`src/rtl/prg_loader_pkg.sv`:
```
// Shared types and constants for the byte-stream program loader.
// Imported by the loader top and its byte shifter.
package prg_loader_pkg;

    typedef enum logic [2:0] {
        S_IDLE,
        S_ADDR,
        S_CNT,
        S_WR_DATA,
        S_WR_STB,
        S_RD_WAIT,
        S_RD_SEND,
        S_RESP
    } state_t;

    localparam logic [7:0] CMD_WRITE = 8'h57;
    localparam logic [7:0] CMD_READ  = 8'h52;
    localparam logic [7:0] ACK_BYTE  = 8'h06;
    localparam logic [7:0] NAK_BYTE  = 8'h15;

    // Byte i of a word, counted from the most significant end.
    function automatic logic [7:0] byte_sel(
        input logic [31:0] w,
        input logic [1:0]  i
    );
        logic [7:0] b;
        unique case (i)
            2'd0:    b = w[31:24];
            2'd1:    b = w[23:16];
            2'd2:    b = w[15:8];
            default: b = w[7:0];
        endcase
        return b;
    endfunction

endpackage

```
`src/rtl/prg_loader_byte_shifter.sv`:
```
// Big-endian byte assembler: shifts bytes into a W-bit register.
// full pulses on the shift that completes the last byte of the word.
module byte_shifter #(
    parameter int W = 32
) (
    input  logic         clk,
    input  logic         reset,
    input  logic         clr,
    input  logic         shift,
    input  logic [7:0]   din,
    input  logic         load,
    input  logic [W-1:0] load_val,
    output logic [W-1:0] q,
    output logic         full
);
    import prg_loader_pkg::*;

    localparam int NB = W / 8;
    localparam logic [1:0] LAST = 2'(NB - 1);

    logic [W-1:0] q_q, q_d;
    logic [1:0]   cnt_q, cnt_d;

    assign full = shift && (cnt_q == LAST);
    assign q    = q_q;

    always_comb begin
        q_d   = q_q;
        cnt_d = cnt_q;
        if (clr) begin
            q_d   = '0;
            cnt_d = '0;
        end else if (load) begin
            q_d   = load_val;
            cnt_d = '0;
        end else if (shift) begin
            q_d   = {q_q[W-9:0], din};
            cnt_d = full ? 2'd0 : cnt_q + 2'd1;
        end
    end

    always_ff @(posedge clk) begin
        if (reset) begin
            q_q   <= '0;
            cnt_q <= '0;
        end else begin
            q_q   <= q_d;
            cnt_q <= cnt_d;
        end
    end

endmodule

```
`src/rtl/prg_loader.sv`:
```
// Framed byte-stream loader driving the data memory programmer port.
// Parses W/R commands, writes words, and streams read data back.
module prg_loader
    import prg_loader_pkg::*;
(
    input  logic        clk,
    input  logic        reset,
    input  logic        prg_mode,
    input  logic [7:0]  rx_data,
    input  logic        rx_valid,
    output logic        rx_ready,
    output logic [7:0]  tx_data,
    output logic        tx_valid,
    input  logic        tx_ready,
    output logic        prg_clk,
    output logic        prg_we,
    output logic [31:0] prg_addr,
    output logic [31:0] prg_wd,
    input  logic [31:0] prg_rd,
    output logic        busy
);

    state_t      state_q, state_d;
    logic [7:0]  cmd_q, cmd_d;
    logic        wait_q, wait_d;
    logic [1:0]  idx_q, idx_d;
    logic [31:0] rd_q, rd_d;
    logic        txv_q, txv_d;
    logic [7:0]  txd_q, txd_d;
    logic        we_q, we_d;
    logic        busy_q, busy_d;

    logic        clr;
    logic        a_shift, a_load, a_full;
    logic        c_shift, c_load, c_full;
    logic        w_shift, w_full;
    logic [31:0] a_q, w_q;
    logic [15:0] c_q, n_new;
    logic        acc, tx_acc;

    assign prg_clk  = clk;
    assign rx_ready = !prg_mode ||
                      (state_q inside {S_IDLE, S_ADDR, S_CNT, S_WR_DATA});
    assign acc      = rx_valid && rx_ready;
    assign tx_acc   = txv_q && tx_ready;
    assign n_new    = {c_q[7:0], rx_data};

    assign tx_valid = txv_q;
    assign tx_data  = txd_q;
    assign prg_we   = we_q;
    assign prg_addr = a_q;
    assign prg_wd   = w_q;
    assign busy     = busy_q;

    byte_shifter #(.W(32)) u_addr (
        .clk      (clk),
        .reset    (reset),
        .clr      (clr),
        .shift    (a_shift),
        .din      (rx_data),
        .load     (a_load),
        .load_val (a_q + 32'd4),
        .q        (a_q),
        .full     (a_full)
    );

    byte_shifter #(.W(16)) u_cnt (
        .clk      (clk),
        .reset    (reset),
        .clr      (clr),
        .shift    (c_shift),
        .din      (rx_data),
        .load     (c_load),
        .load_val (c_q - 16'd1),
        .q        (c_q),
        .full     (c_full)
    );

    byte_shifter #(.W(32)) u_wd (
        .clk      (clk),
        .reset    (reset),
        .clr      (clr),
        .shift    (w_shift),
        .din      (rx_data),
        .load     (1'b0),
        .load_val (32'd0),
        .q        (w_q),
        .full     (w_full)
    );

    always_comb begin
        state_d = state_q;
        cmd_d   = cmd_q;
        wait_d  = wait_q;
        idx_d   = idx_q;
        rd_d    = rd_q;
        txv_d   = txv_q;
        txd_d   = txd_q;
        we_d    = 1'b0;
        clr     = 1'b0;
        a_shift = 1'b0;
        a_load  = 1'b0;
        c_shift = 1'b0;
        c_load  = 1'b0;
        w_shift = 1'b0;

        unique case (state_q)
            S_IDLE: begin
                if (acc) begin
                    if (rx_data == CMD_WRITE || rx_data == CMD_READ) begin
                        cmd_d   = rx_data;
                        clr     = 1'b1;
                        state_d = S_ADDR;
                    end else begin
                        txv_d   = 1'b1;
                        txd_d   = NAK_BYTE;
                        state_d = S_RESP;
                    end
                end
            end
            S_ADDR: begin
                if (acc) begin
                    a_shift = 1'b1;
                    if (a_full) state_d = S_CNT;
                end
            end
            S_CNT: begin
                if (acc) begin
                    c_shift = 1'b1;
                    if (c_full) begin
                        wait_d = 1'b0;
                        if (n_new == 16'd0) begin
                            if (cmd_q == CMD_WRITE) begin
                                txv_d   = 1'b1;
                                txd_d   = ACK_BYTE;
                                state_d = S_RESP;
                            end else begin
                                state_d = S_IDLE;
                            end
                        end else if (cmd_q == CMD_WRITE) begin
                            state_d = S_WR_DATA;
                        end else begin
                            state_d = S_RD_WAIT;
                        end
                    end
                end
            end
            S_WR_DATA: begin
                if (acc) begin
                    w_shift = 1'b1;
                    if (w_full) begin
                        we_d    = 1'b1;
                        state_d = S_WR_STB;
                    end
                end
            end
            S_WR_STB: begin
                a_load = 1'b1;
                c_load = 1'b1;
                if (c_q == 16'd1) begin
                    txv_d   = 1'b1;
                    txd_d   = ACK_BYTE;
                    state_d = S_RESP;
                end else begin
                    state_d = S_WR_DATA;
                end
            end
            S_RD_WAIT: begin
                if (!wait_q) begin
                    wait_d = 1'b1;
                end else begin
                    // tx_data is registered, so the first byte comes from prg_rd
                    wait_d  = 1'b0;
                    rd_d    = prg_rd;
                    txv_d   = 1'b1;
                    txd_d   = prg_rd[31:24];
                    idx_d   = 2'd0;
                    state_d = S_RD_SEND;
                end
            end
            S_RD_SEND: begin
                if (tx_acc) begin
                    if (idx_q == 2'd3) begin
                        a_load  = 1'b1;
                        c_load  = 1'b1;
                        txv_d   = 1'b0;
                        state_d = (c_q == 16'd1) ? S_IDLE : S_RD_WAIT;
                    end else begin
                        idx_d = idx_q + 2'd1;
                        txd_d = byte_sel(rd_q, idx_q + 2'd1);
                    end
                end
            end
            S_RESP: begin
                if (tx_acc) begin
                    txv_d   = 1'b0;
                    state_d = S_IDLE;
                end
            end
            default: state_d = S_IDLE;
        endcase

        if (!prg_mode) begin
            state_d = S_IDLE;
            cmd_d   = '0;
            wait_d  = 1'b0;
            idx_d   = '0;
            txv_d   = 1'b0;
            txd_d   = '0;
            we_d    = 1'b0;
            clr     = 1'b1;
            a_shift = 1'b0;
            a_load  = 1'b0;
            c_shift = 1'b0;
            c_load  = 1'b0;
            w_shift = 1'b0;
        end

        busy_d = (state_d != S_IDLE);
    end

    always_ff @(posedge clk) begin
        if (reset) begin
            state_q <= S_IDLE;
            cmd_q   <= '0;
            wait_q  <= 1'b0;
            idx_q   <= '0;
            rd_q    <= '0;
            txv_q   <= 1'b0;
            txd_q   <= '0;
            we_q    <= 1'b0;
            busy_q  <= 1'b0;
        end else begin
            state_q <= state_d;
            cmd_q   <= cmd_d;
            wait_q  <= wait_d;
            idx_q   <= idx_d;
            rd_q    <= rd_d;
            txv_q   <= txv_d;
            txd_q   <= txd_d;
            we_q    <= we_d;
            busy_q  <= busy_d;
        end
    end

endmodule

```
`config.mk`:
```
export PLATFORM = sky130hd
export DESIGN_NAME = prg_loader
export DESIGN_NICKNAME = d
export VERILOG_FILES = /design/src/rtl/prg_loader_pkg.sv /design/src/rtl/prg_loader_byte_shifter.sv /design/src/rtl/prg_loader.sv
export SDC_FILE = /design/constraint.sdc
export NUM_CORES = 1
export LEC_CHECK = 0
export ABC_AREA = 1
export BUFFER_PORTS_ARGS = -buffer_cell sky130_fd_sc_hd__buf_2
export CAP_MARGIN = 20
export CORE_MARGIN = 8
export CORE_UTILIZATION = 45
export CTS_BUF_LIST = sky130_fd_sc_hd__clkbuf_16
export DETAILED_ROUTE_END_ITERATION = 8
export PLACE_DENSITY_LB_ADDON = 0.2
export SYNTH_ARGS = -nofsm -noshare
export SYNTH_HDL_FRONTEND = slang
export SYNTH_SLANG_ARGS = --single-unit
```
`constraint.sdc`:
```
create_clock -name clk -period 4.31 [get_ports clk]
set_input_delay 0.862 -clock clk [delete_from_list [all_inputs] [get_ports clk]]
set_output_delay 0.862 -clock clk [all_outputs]
set_load 0.02 [all_outputs]
```
==> results <==
- The flip-flop and latch count after synthesis is 143.
- Input and output buffers added on the ports amount to 121.
- By instance count, the leading cell after synthesis is sky130_fd_sc_hd__nand2_1.
- The critical path in this run is classified as clk -> out.
- The critical path crosses 3 cells after its start point.
- The area added between synthesis and finish is 17.5%.
- The final-layout setup total negative slack is 0 ps.
- The cell area after synthesis is 0.00753 mm2.
- The number of fill cells is 1676.
- After floorplanning, the core was sized to cover 0.0165 mm2.
- The leading register cell type out of synthesis is sky130_fd_sc_hd__dfxtp_1.
- After clock tree synthesis, the flow added hold-fix buffers numbering 0.
- Tracing the worst setup path back leads to its startpoint at clk.
- The total of warnings raised by yosys is 0.
- The worst setup path is captured at a primary output.
- The synthesized netlist contains 38 unique library cells.
- After clock tree synthesis, the clock-pin slew on the worst setup and hold paths is 60 ps.
- The family with the most delay on the worst path is buffers and inverters.
- After layout, the design draws a total of 3.16 mW.
- The share of the core filled with cells in the final layout is 0.537.
- Setup repair after global routing left no endpoint under its margin.
- In the routed layout, each cell is associated on average with a via count of 5.17.
- The post-route clock skew is 7.89 ps.
- In the final design database the tool counted 1319 nets.
- The worst slew margin relative to its limit is 0.417.
- The number of global-route vias before repair came to 7112.
- Yosys mapped a number of flops with a built-in enable equal to 0.
- The number of cells on the worst hold path is 2.
- Sorting the synthesized cells by area gives the leading types as sky130_fd_sc_hd__dfxtp_1 (38%), sky130_fd_sc_hd__nand2_1 (17%), sky130_fd_sc_hd__a21oi_1 (7.1%).
- Once detailed placement completed, the half-perimeter wirelength came to 15.8 mm.
- Once detail routing completed, the nets flagged for antenna violations numbered 0.
- The clock latency on the worst-skew pair is 540 ps.
- The worst reg-to-reg path cell count is 11.
- Setup slack on the worst reg-to-reg path comes out at 1560 ps.
- TritonCTS built the clock tree.
- In this run the critical register-to-register path is launched from state_q[0].
- The critical path goes through clkbuf_16 -> clkbuf_16 -> buf_2.
- The first-pass detailed-route iteration total is 5.
- The fraction of layout cells with a size suffix above 1 is 0.148.
- The final layout contains routed wiring with a total length of 21.9 mm.
- The synthesized instance count is 1157.
- The floorplan has 47 rows.
- For this design the static power due to leakage is 3.69 nW.
- For this configuration, the core starts out at a cell density of 0.457.
- The slew of the pin with the lowest slew margin is 873 ps.
- The number of buffers inserted to repair setup after CTS is 0.
- VDD sags by at most 0.000292 V.
- The area share of the leading cell type in the synthesized netlist is 0.380.
- The critical path launch point type is a clock port.
- Counting both buffers and inverters, the worst setup path holds a total of 3.
- The top-level I/O count is 122.
- Entering global routing, the biggest net connects 49 pins.
- In this run the power density over the cells is 357 mW/mm2.
- The count of final hold-check violations was 0.
- By count the netlist is led by sky130_fd_sc_hd__nand2_1 (343), sky130_fd_sc_hd__dfxtp_1 (143), sky130_fd_sc_hd__nor2_1 (135).
- After detailed routing, the average wire length per cell comes to 14.6 um.
- Counting every net in the synthesized netlist gives 1215.
- For this block, the via count after detailed routing is 7728.
- The first-pass GRT wire length is 36.2 mm.
- For this run, the register share of the synthesized area comes to 0.380.
- The cell repeated most along the worst path is sky130_fd_sc_hd__clkbuf_16.
- The termination of the worst setup path is prg_clk.
- The width of the chip is 145 um.
- The last weighted congestion value of the routability-driven placer is 0.919.
- The number of max-slew violations in the final report is 0.
- In the routed design, unresolved DRC markers number 0.
- The worst register-to-register path ends at u_addr.q[2].
- The post-layout instance area is 0.00885 mm2.
- The tightest min-delay check is of the reg -> reg type.
- Counting flops with an async set or reset pin after synthesis yields a share of 0.
- The worst slack on hold paths is 450 ps.
- The endpoint arrival time on the critical path is 2550 ps.
- Across the run, the number of max-cap violations was 0.
- The overall overflow remaining after global route is 0.
- The final count of negative-setup-slack endpoints is 0.
- For the worst setup path, the data required time is 3450 ps.
- The initial antenna violation count came to 2.
- The floorplan step defined a die boundary enclosing 0.0211 mm2.
- The flow ran to the end, and the final reports show no timing, DRC or antenna violations.
- The first routing iteration left 521 violations.
- The biggest area contributor in the post-synthesis netlist is sky130_fd_sc_hd__dfxtp_1.
- In this run, post-CTS repair resized a total of 0 instances.
- The floorplan step set the die height to 145 um.
- The global router's overall resource usage is 0.206.
- On the worst path, the slowest cell contributes a delay of 150 ps.
- Along the worst path, the maximum fanout reaches 2.
- The average size of a mapped cell is 6.51 um2.
- The standard cell with the maximum stage delay on the critical path is sky130_fd_sc_hd__buf_2.
- The total cell area at the placement stage is 0.00821 mm2.
## report_power, final
group          total [mW]  switching (mW)  internal (mW)
Clock                1.57           0.642          0.925
Sequential           1.35          0.0137           1.34
Combinational       0.241           0.168         0.0735
Total                3.16           0.823           2.33
## cell type report
| cell class | count | area (um2) | share of cell area |
|---|---|---|---|
| diodes | 1 | 2.50 | 0.000283 |
| clock buffers | 21 | 505 | 0.0571 |
| clock inverters | 15 | 138 | 0.0156 |
| inverters | 128 | 483 | 0.0546 |
| multi-input cells | 838 | 3910 | 0.442 |
| flip-flops and latches | 143 | 2860 | 0.324 |
| well taps | 220 | 275 | 0.0311 |
| repair buffers | 129 | 668 | 0.0755 |
## registers in the layout (all words and copies together) (netlist names), 2 cells and up
| signal | flops |
|---|---|
| cmd_q | 8 |
| idx_q | 2 |
| rd_q | 32 |
| state_q | 3 |
| tx_data | 8 |
| u_addr.cnt_q | 2 |
| u_addr.q | 32 |
| u_cnt.cnt_q | 2 |
| u_cnt.q | 16 |
| u_wd.cnt_q | 2 |
| u_wd.q | 32 |
## cells by family after synthesis
logic type / share of synthesized area
buffers and inverters: 0.101
AOI/OAI and AO/OA: 0.153
adders and majority gates: 0.0216
xor gates and xnor gates: 0.00931
DFF: 0.380
and+or+nand+nor: 0.334
## worst reg2reg max path, cell delays in order, from the launching register on
cell and delay, ps:
sky130_fd_sc_hd__dfxtp_1 570, sky130_fd_sc_hd__inv_4 90, sky130_fd_sc_hd__nor2_2 150, sky130_fd_sc_hd__nand2_1 130, sky130_fd_sc_hd__nor2_4 440, sky130_fd_sc_hd__inv_2 320
sky130_fd_sc_hd__nand2_1 400, sky130_fd_sc_hd__inv_1 180, sky130_fd_sc_hd__nand2_1 90, sky130_fd_sc_hd__o21ai_0 70, sky130_fd_sc_hd__o21ai_0 160, sky130_fd_sc_hd__inv_1 50
## layout by cell type, fill, tap and decap left out, types with 13 or more instances in the layout
cell type,Yosys,layout
sky130_fd_sc_hd__nand2_1,343,343
sky130_fd_sc_hd__dfxtp_1,143,143
sky130_fd_sc_hd__nor2_1,135,135
sky130_fd_sc_hd__inv_1,122,123
sky130_fd_sc_hd__buf_2,18,121
sky130_fd_sc_hd__a21oi_1,107,107
sky130_fd_sc_hd__nand3_1,83,83
sky130_fd_sc_hd__o21ai_0,55,55
sky130_fd_sc_hd__clkbuf_16,0,20
sky130_fd_sc_hd__a211oi_1,18,18
sky130_fd_sc_hd__nor3_1,14,14
sky130_fd_sc_hd__ha_1,13,13
## how the worst min path moves through the flow
stage	startpoint	end
after CTS	cmd_q[6]	cmd_q[6]
after global routing	rd_q[21]	rd_q[21]
after detailed placement	cmd_q[6]	cmd_q[6]
final	cmd_q[6]	cmd_q[6]
after global placement	cmd_q[1]	cmd_q[1]
after floorplan	cmd_q[1]	cmd_q[1]
## metrics by stage
step,cells,setup slack (ps)
4_1_cts,1494,894
2_1_floorplan,1157,1160
3_3_place_gp,1459,1160
6_report,1495,900
3_5_place_dp,1459,1160
5_1_grt,1495,891
## routing by layer
layer,global-route usage,up-vias,part of all wire
met5,0,-,0.00059
met1,0.266,3506,0.47
met4,0.0765,2,0.018
li1,-,3951,-
met3,0.0603,32,0.060
met2,0.321,237,0.45
Power figures use the tool's default switching activity.
